[src/rtl/imem_loader_pkg.sv]
`default_nettype none
// ============================================================================
// Module   : imem_loader_pkg
// Brief    : Shared types and defaults for the instruction-memory boot loader.
// Revision : 1.0
// ============================================================================
package imem_loader_pkg;

    localparam int HDR_BYTES     = 4;
    localparam int DEF_ADDR_W    = 13;
    localparam int DEF_MAX_BYTES = 4096;

    typedef enum logic [2:0] {
        IDLE      = 3'd0,
        LEN       = 3'd1,
        DATA      = 3'd2,
        CSUM      = 3'd3,
        DONE_WAIT = 3'd4,
        DONE      = 3'd5,
        ERR       = 3'd6
    } state_t;

endpackage
`default_nettype wire

[src/rtl/imem_loader_if.sv]
`default_nettype none
// ============================================================================
// Module   : imem_loader_if
// Brief    : Byte-stream input and byte-wide memory write port of the loader.
// Revision : 1.0
// ============================================================================
interface imem_loader_if
    import imem_loader_pkg::*;
#(
    parameter int ADDR_W = DEF_ADDR_W
);
    logic              in_valid;
    logic [7:0]        in_data;
    logic              in_ready;
    logic              wr_en;
    logic [ADDR_W-1:0] wr_addr;
    logic [7:0]        wr_data;

    modport master (
        output in_valid, in_data,
        input  in_ready, wr_en, wr_addr, wr_data
    );

    modport slave (
        input  in_valid, in_data,
        output in_ready, wr_en, wr_addr, wr_data
    );
endinterface
`default_nettype wire

[src/rtl/imem_le_assembler.sv]
`default_nettype none
// ============================================================================
// Module   : imem_le_assembler
// Brief    : Shifts in 4 bytes little-endian into a 32-bit word; holds when full.
// Revision : 1.0
// ============================================================================
module imem_le_assembler
    import imem_loader_pkg::*;
(
    input  logic        clk,
    input  logic        rst,
    input  logic        i_clear,
    input  logic        i_shift_en,
    input  logic [7:0]  i_byte,
    output logic [31:0] o_word,
    output logic [31:0] o_word_next,
    output logic        o_last
);
    logic [31:0] r_word;
    logic [1:0]  r_cnt;
    logic        r_full;
    logic        w_shift;

    assign w_shift     = i_shift_en && !r_full;
    // Newest byte enters at the top so the first byte ends up in bits 7:0.
    assign o_word_next = {i_byte, r_word[31:8]};
    assign o_last      = w_shift && (r_cnt == 2'(HDR_BYTES - 1));
    assign o_word      = r_word;

    always_ff @(posedge clk) begin
        if (rst || i_clear) begin
            r_word <= 32'd0;
            r_cnt  <= 2'd0;
            r_full <= 1'b0;
        end else if (w_shift) begin
            r_word <= o_word_next;
            r_cnt  <= r_cnt + 2'd1;
            if (o_last) begin
                r_full <= 1'b1;
            end
        end
    end
endmodule
`default_nettype wire

[src/rtl/imem_loader.sv]
`default_nettype none
// ============================================================================
// Module   : imem_loader
// Brief    : Boot-time byte-stream writer for instruction memory; holds the core
//            until the image is written. IMEM_LOADER_CHECKSUM_EN adds a trailing
//            mod-256 checksum byte.
// Revision : 1.0
// ============================================================================
module imem_loader
    import imem_loader_pkg::*;
#(
    parameter int ADDR_W    = DEF_ADDR_W,
    parameter int BASE_ADDR = 0,
    parameter int MAX_BYTES = DEF_MAX_BYTES
) (
    input  logic          clk,
    input  logic          reset,
    input  logic          start,
    imem_loader_if.slave  bus,
    output logic          core_hold,
    output logic          done,
    output logic          error
);
    localparam logic [ADDR_W-1:0] c_base = ADDR_W'(BASE_ADDR);
`ifdef IMEM_LOADER_CHECKSUM_EN
    localparam state_t c_after_data = CSUM;
`else
    localparam state_t c_after_data = DONE_WAIT;
`endif

    state_t            r_state;
    state_t            w_next;
    logic              w_in_ready;
    logic              w_accept;
    logic              w_restart;
    logic              w_data_acc;
    logic              w_data_last;
    logic              w_hdr_last;
    logic [31:0]       w_len;
    logic [31:0]       w_len_next;
    logic [31:0]       r_count;
    logic              r_wr_en;
    logic [ADDR_W-1:0] r_wr_addr;
    logic [7:0]        r_wr_data;

    assign w_accept    = bus.in_valid && w_in_ready;
    assign w_data_acc  = w_accept && (r_state == DATA);
    assign w_restart   = start && ((r_state == IDLE) || (r_state == DONE) || (r_state == ERR));
    assign w_data_last = (r_count == (w_len - 32'd1));

    imem_le_assembler u_len (
        .clk         (clk),
        .rst         (reset),
        .i_clear     (w_restart),
        .i_shift_en  (w_accept && (r_state == LEN)),
        .i_byte      (bus.in_data),
        .o_word      (w_len),
        .o_word_next (w_len_next),
        .o_last      (w_hdr_last)
    );

`ifdef IMEM_LOADER_CHECKSUM_EN
    logic [7:0] r_csum;

    always_ff @(posedge clk) begin
        if (reset || w_restart) begin
            r_csum <= 8'd0;
        end else if (w_data_acc) begin
            r_csum <= r_csum + bus.in_data;
        end
    end
`endif

    always_comb begin
        w_next     = r_state;
        w_in_ready = 1'b0;
        case (r_state)
            IDLE: begin
                if (start) w_next = LEN;
            end
            LEN: begin
                w_in_ready = 1'b1;
                // Decide on the header value including the byte being accepted now.
                if (w_accept && w_hdr_last) begin
                    if (w_len_next == 32'd0)
                        w_next = DONE_WAIT;
                    else if ((w_len_next > 32'(MAX_BYTES)) || (w_len_next[1:0] != 2'b00))
                        w_next = ERR;
                    else
                        w_next = DATA;
                end
            end
            DATA: begin
                w_in_ready = 1'b1;
                if (w_accept && w_data_last) w_next = c_after_data;
            end
`ifdef IMEM_LOADER_CHECKSUM_EN
            CSUM: begin
                w_in_ready = 1'b1;
                if (w_accept) w_next = (bus.in_data == r_csum) ? DONE_WAIT : ERR;
            end
`endif
            DONE_WAIT: w_next = DONE;
            DONE, ERR: begin
                if (start) w_next = LEN;
            end
            default: w_next = IDLE;
        endcase
    end

    always_ff @(posedge clk) begin
        if (reset) begin
            r_state   <= IDLE;
            r_count   <= 32'd0;
            r_wr_en   <= 1'b0;
            r_wr_addr <= '0;
            r_wr_data <= 8'd0;
        end else begin
            r_state <= w_next;
            r_wr_en <= 1'b0;
            if (w_restart) begin
                r_count <= 32'd0;
            end else if (w_data_acc) begin
                r_count   <= r_count + 32'd1;
                r_wr_en   <= 1'b1;
                r_wr_addr <= c_base + r_count[ADDR_W-1:0];
                r_wr_data <= bus.in_data;
            end
        end
    end

    assign bus.in_ready = w_in_ready;
    assign bus.wr_en    = r_wr_en;
    assign bus.wr_addr  = r_wr_addr;
    assign bus.wr_data  = r_wr_data;
    assign done         = (r_state == DONE);
    assign error        = (r_state == ERR);
    assign core_hold    = (r_state != DONE);
endmodule
`default_nettype wire

[src/flat_wrapper.sv]
// flat-port wrapper written by rule: the top's interface ports become plain ports
module imem_loader_flat import imem_loader_pkg::*;
#(
    parameter int ADDR_W    = DEF_ADDR_W,
    parameter int BASE_ADDR = 0,
    parameter int MAX_BYTES = DEF_MAX_BYTES
)
  (clk, reset, start, core_hold, done, error, bus_in_valid, bus_in_data, bus_in_ready, bus_wr_en, bus_wr_addr, bus_wr_data);
  imem_loader_if #(.ADDR_W(ADDR_W)) bus_i ();
  input  logic clk;
  input  logic reset;
  input  logic start;
  output logic core_hold;
  output logic done;
  output logic error;
  input wire logic [$bits(bus_i.in_valid)-1:0] bus_in_valid;
  input wire logic [$bits(bus_i.in_data)-1:0] bus_in_data;
  output wire logic [$bits(bus_i.in_ready)-1:0] bus_in_ready;
  output wire logic [$bits(bus_i.wr_en)-1:0] bus_wr_en;
  output wire logic [$bits(bus_i.wr_addr)-1:0] bus_wr_addr;
  output wire logic [$bits(bus_i.wr_data)-1:0] bus_wr_data;
  assign bus_i.in_valid = bus_in_valid;
  assign bus_i.in_data = bus_in_data;
  assign bus_in_ready = bus_i.in_ready;
  assign bus_wr_en = bus_i.wr_en;
  assign bus_wr_addr = bus_i.wr_addr;
  assign bus_wr_data = bus_i.wr_data;
  imem_loader #(.ADDR_W(ADDR_W), .BASE_ADDR(BASE_ADDR), .MAX_BYTES(MAX_BYTES)) u_core (.clk(clk), .reset(reset), .start(start), .bus(bus_i), .core_hold(core_hold), .done(done), .error(error));
endmodule
[config.mk]
export PLATFORM = sky130hd
export DESIGN_NAME = imem_loader_flat
export DESIGN_NICKNAME = d
export VERILOG_FILES = /design/src/rtl/imem_loader_pkg.sv /design/src/rtl/imem_loader_if.sv /design/src/rtl/imem_le_assembler.sv /design/src/rtl/imem_loader.sv /design/src/flat_wrapper.sv
export SDC_FILE = /design/constraint.sdc
export NUM_CORES = 1
export LEC_CHECK = 0
export BUFFER_PORTS_ARGS = -buffer_cell sky130_fd_sc_hd__clkbuf_2
export CAP_MARGIN = 20
export CORE_ASPECT_RATIO = 0.9
export CORE_MARGIN = 4
export CORE_UTILIZATION = 62
export CTS_BUF_LIST = sky130_fd_sc_hd__clkbuf_4 sky130_fd_sc_hd__clkbuf_8
export CTS_CLUSTER_SIZE = 16
export DETAILED_ROUTE_END_ITERATION = 16
export GPL_ROUTABILITY_DRIVEN = 0
export GPL_TIMING_DRIVEN = 0
export HOLD_SLACK_MARGIN = 0.02
export PLACE_DENSITY = 0.78
export SLEW_MARGIN = 5
export SYNTH_ARGS = -nofsm -noshare
export SYNTH_HDL_FRONTEND = slang
export SYNTH_SLANG_ARGS = --single-unit
[constraint.sdc]
create_clock -name clk -period 4.3 [get_ports clk]
set_clock_uncertainty 0.05 [all_clocks]
set_input_delay 0.645 -clock clk [delete_from_list [all_inputs] [get_ports clk]]
set_output_delay 0.645 -clock clk [all_outputs]
set_load 0.02 [all_outputs]
==> impl_metrics.yaml <==
sta:
  fraction_of_the_cycle_the_final_worst_path_needs: 0.911
  max_slew.worst_pin.slew_ps: 1080
  grt_setup_unrepaired: "false"
  timing.setup.tns_ps: 0
  worst_slew_margin_rel: 0.279
  finalSetupViolCount: 0
  period_minus_slack_ps: 3920
  max_freq_mhz: 255
  maxSlewViolCount: 0
  finalHoldViolations: 0
  final.hold.worst_slack_ps: 407
cts:
  cts_hold_buf: 0
  postCtsSetupRepairBufs: 0
  insertion_delay_ps: 360
  cts_num_sinks: 92
  clock_tree.htree_level_count: 3
  cts-root-to-sink-buffers: 2
  clock_tree_from_tritoncts: "done"
  ctsRootBufferMaster: "sky130_fd_sc_hd__clkbuf_8"
  numCtsBuffers: 9
  worst_setup_hold_path_clk_slew_ps: 90
  postCtsResizedCells: 0
floorplanning:
  core-area_um2: 7260
  die_h_um: 91.0
  initial_core_util: 0.654
  die_width_um: 100
  die-area_um2: 9130
  io-pin-count: 38
  placementRows: 29
pwr:
  power_frac_seq: 0.466
  power_share_of_the_combinational_group: 0.223
  leakage_nw: 1.90
  switching_share: 0.325
  power.internal_w: 0.00131
  ir_drop_mv: 0.225
  power.clock.fraction: 0.311
  power_density_nw_per_um2: 369
  net-switching-power_w: 0.000629
grt:
  grt_overflow: 0
  grtUsageTotal: 0.265
  first_pass_grt_wire_length_mm: 19.8
  initial_antenna_violation_count: 0
  vias_in_the_first_global_route: 4258
  largest_net_degree_at_the_start_of_global_routing: 16
routing:
  finalWirelength_mm: 12.1
  routed_via_density: 5.92
  routedWlPerCell_um: 15.8
  detailedRoute.firstPassIterationCount: 5
  drc_errors: 0
  drtIter0Drc: 229
  route.vias.total: 4530
  ant_nets: 0
synthesis:
  synth-edff-count: 0
  synth_top_cell_by_area: "sky130_fd_sc_hd__dfxtp_1"
  yosys-top-cells-area: "sky130_fd_sc_hd__dfxtp_1, sky130_fd_sc_hd__nand2_1, sky130_fd_sc_hd__xor2_1"
  ys_warn_count: 0
  postSynthNetCount: 635
  synth-seq-cells: 92
  synth_area_um2: 4750
  avgSynthCellArea_um2: 7.66
  synth_largest_type_area_fraction: 0.388
  synth_cell_types: 54
  synth_sequential_area_ratio: 0.388
  syn_inst: 620
  synth_ff_type: "sky130_fd_sc_hd__dfxtp_1"
  synthArstFlopShare: 0
placement:
  hpwl_mm: 9.15
  port_buf_inserts: 36
critical_path:
  cp.arrival_ps: 4120
  worst_setup_path_end_kind: "register"
  path_max_fanout: 9
  critical_path.reg2reg.endpoint: "u_core.r_state[1]$_SDFFE_PP0P_"
  timing.critical_path.from_type: "register"
  ff2ff_path_depth: 10
  cp.required_ps: 4500
  worstSetupPathType: "reg -> reg"
  rrSetupSlack_ps: 380
  critical_path.reg2reg.startpoint: "u_core.u_len.o_word[0]$_SDFFE_PP0P_"
hold_path:
  worst_hold_startpoint: "u_core.bus.wr_addr[6]$_SDFFE_PP0P_"
  min_delay_path_depth: 2
  hold_class: "reg -> reg"
  hold_path_endpoint: "u_core.bus.wr_addr[6]$_SDFFE_PP0P_"
final_layout:
  insertedDiodeCount: 0
  synthToLayoutAreaGrowth_pct: 10.6
  final_core_util: 0.724
  share_of_final_layout_standard_cells_stronger_than_drive_strength_1: 0.0938
  fill_cells: 639
  layout.nets: 682
job:
  cap_viol_max_count: 0
run_status:
  run_status: "finished clean"
==> power by group through the flow <==
stage	clock [W]	combinational, W	sequential (W)
2_1_floorplan	0	0.000304	0.000921
3_3_place_gp	0	0.000413	0.000919
3_5_place_dp	0	0.000421	0.000921
4_1_cts	0.000612	0.000426	0.000901
5_1_grt	0.000643	0.000474	0.000905
6_report	0.000603	0.000432	0.000901
==> per-stage QoR <==
stage / setup WS (ps) / cell area (µm²) / cells / power [W]
after detailed placement: 482 / 5050 / 749 / 0.00134
after floorplan: 1100 / 4750 / 620 / 0.00123
after global routing: 165 / 5250 / 765 / 0.00202
final: 384 / 5250 / 765 / 0.00194
after CTS: 464 / 5250 / 765 / 0.00194
after global placement: 544 / 5050 / 749 / 0.00133
==> cell families (layout without fill, tap and decap cells) <==
family | Yosys count | count (layout) | synth area share
AO/OA/AOI/OAI | 102 | 102 | 0.128
XOR/XNOR | 70 | 70 | 0.129
adder cells (fa/ha/maj) | 3 | 3 | 0.00790
buffers and inverters | 44 | 96 | 0.0353
flip-flops | 92 | 92 | 0.388
multiplexers | 2 | 2 | 0.00527
AND/OR/NAND/NOR | 307 | 307 | 0.307
==> worst max path at each step <==
stage                                endpoint  depth (start not counted)                           startpoint
2_1_floorplan  u_core.r_state[1]$_SDFFE_PP0P_                         10  u_core.u_len.o_word[0]$_SDFFE_PP0P_
5_1_grt        u_core.r_state[1]$_SDFFE_PP0P_                         10  u_core.u_len.o_word[0]$_SDFFE_PP0P_
3_5_place_dp   u_core.r_state[1]$_SDFFE_PP0P_                         10  u_core.u_len.o_word[0]$_SDFFE_PP0P_
6_report       u_core.r_state[1]$_SDFFE_PP0P_                         10  u_core.u_len.o_word[0]$_SDFFE_PP0P_
4_1_cts        u_core.r_state[1]$_SDFFE_PP0P_                         10  u_core.u_len.o_word[0]$_SDFFE_PP0P_
3_3_place_gp   u_core.r_state[1]$_SDFFE_PP0P_                         10  u_core.u_len.o_word[0]$_SDFFE_PP0P_
==> cell type report <==
cell class              instances  area [µm²]  share of cell area
inverters                       5        18.8             0.00357
multi-input cells             484        2740               0.522
repair buffers                 36         180              0.0343
plain buffers                  39         149              0.0284
clock buffers                  11         145              0.0276
well taps                      93         116              0.0222
flip-flops and latches         92        1840               0.351
clock inverters                 5        60.1              0.0114
==> critical path, cell delays in order (launching register included) <==
cell and delay [ps]:
sky130_fd_sc_hd__dfxtp_1 370, sky130_fd_sc_hd__inv_1 70, sky130_fd_sc_hd__ha_1 210, sky130_fd_sc_hd__nor3b_1 890, sky130_fd_sc_hd__nand2_1 350, sky130_fd_sc_hd__nor4_1 630, sky130_fd_sc_hd__nor3_1 100, sky130_fd_sc_hd__o41ai_1 370
sky130_fd_sc_hd__a22oi_1 160, sky130_fd_sc_hd__a31oi_1 290, sky130_fd_sc_hd__mux2_4 330
==> state kept, by name (all words and copies together), names as in the netlist <==
name,count
u_core.r_count,32
u_core.bus.wr_data,8
u_core.bus.wr_en,1
u_core.u_len.r_cnt,2
u_core.r_state,3
u_core.bus.wr_addr,13
u_core.u_len.r_full,1
u_core.u_len.o_word,32
==> per-layer routing <==
metal  share of wire  track usage  vias up
met4           0.027       0.0954        0
met5               0            0        -
li1                -            -     2222
met2            0.47        0.439      142
met1            0.44        0.345     2135
met3           0.056       0.0483       31
==> placed cells by master (no fill, tap or decap), types with 3 or more instances in the layout <==
cell and count:
sky130_fd_sc_hd__nor2_1 56, sky130_fd_sc_hd__nand4_1 13, sky130_fd_sc_hd__nand3_1 19, sky130_fd_sc_hd__clkbuf_2 36
sky130_fd_sc_hd__a2111oi_0 3, sky130_fd_sc_hd__a31oi_1 4, sky130_fd_sc_hd__ha_1 3, sky130_fd_sc_hd__clkbuf_1 30
sky130_fd_sc_hd__nor4_1 14, sky130_fd_sc_hd__or4_1 7, sky130_fd_sc_hd__o21ai_0 10, sky130_fd_sc_hd__xor2_1 38
sky130_fd_sc_hd__a211o_1 3, sky130_fd_sc_hd__clkbuf_8 10, sky130_fd_sc_hd__dfxtp_1 92, sky130_fd_sc_hd__buf_1 7
sky130_fd_sc_hd__xnor2_1 32, sky130_fd_sc_hd__or3_1 8, sky130_fd_sc_hd__nand2b_1 9, sky130_fd_sc_hd__nand2_1 135
sky130_fd_sc_hd__nor3_1 20, sky130_fd_sc_hd__and2_1 4, sky130_fd_sc_hd__and3_1 3, sky130_fd_sc_hd__inv_1 5
sky130_fd_sc_hd__a21oi_1 63, sky130_fd_sc_hd__and4_1 3
==> synthesized netlist by cell type, types with 5 or more instances <==
cell,count
sky130_fd_sc_hd__buf_1,7
sky130_fd_sc_hd__nand2b_1,9
sky130_fd_sc_hd__or3_1,8
sky130_fd_sc_hd__nor2_1,56
sky130_fd_sc_hd__a21oi_1,63
sky130_fd_sc_hd__or4_1,7
sky130_fd_sc_hd__dfxtp_1,92
sky130_fd_sc_hd__clkbuf_1,30
sky130_fd_sc_hd__o21ai_0,10
sky130_fd_sc_hd__nor4_1,14
sky130_fd_sc_hd__nand3_1,19
sky130_fd_sc_hd__inv_1,5
sky130_fd_sc_hd__xor2_1,38
sky130_fd_sc_hd__nand2_1,135
sky130_fd_sc_hd__nand4_1,13
sky130_fd_sc_hd__nor3_1,20
sky130_fd_sc_hd__xnor2_1,32
Power figures use the tool's default switching activity.
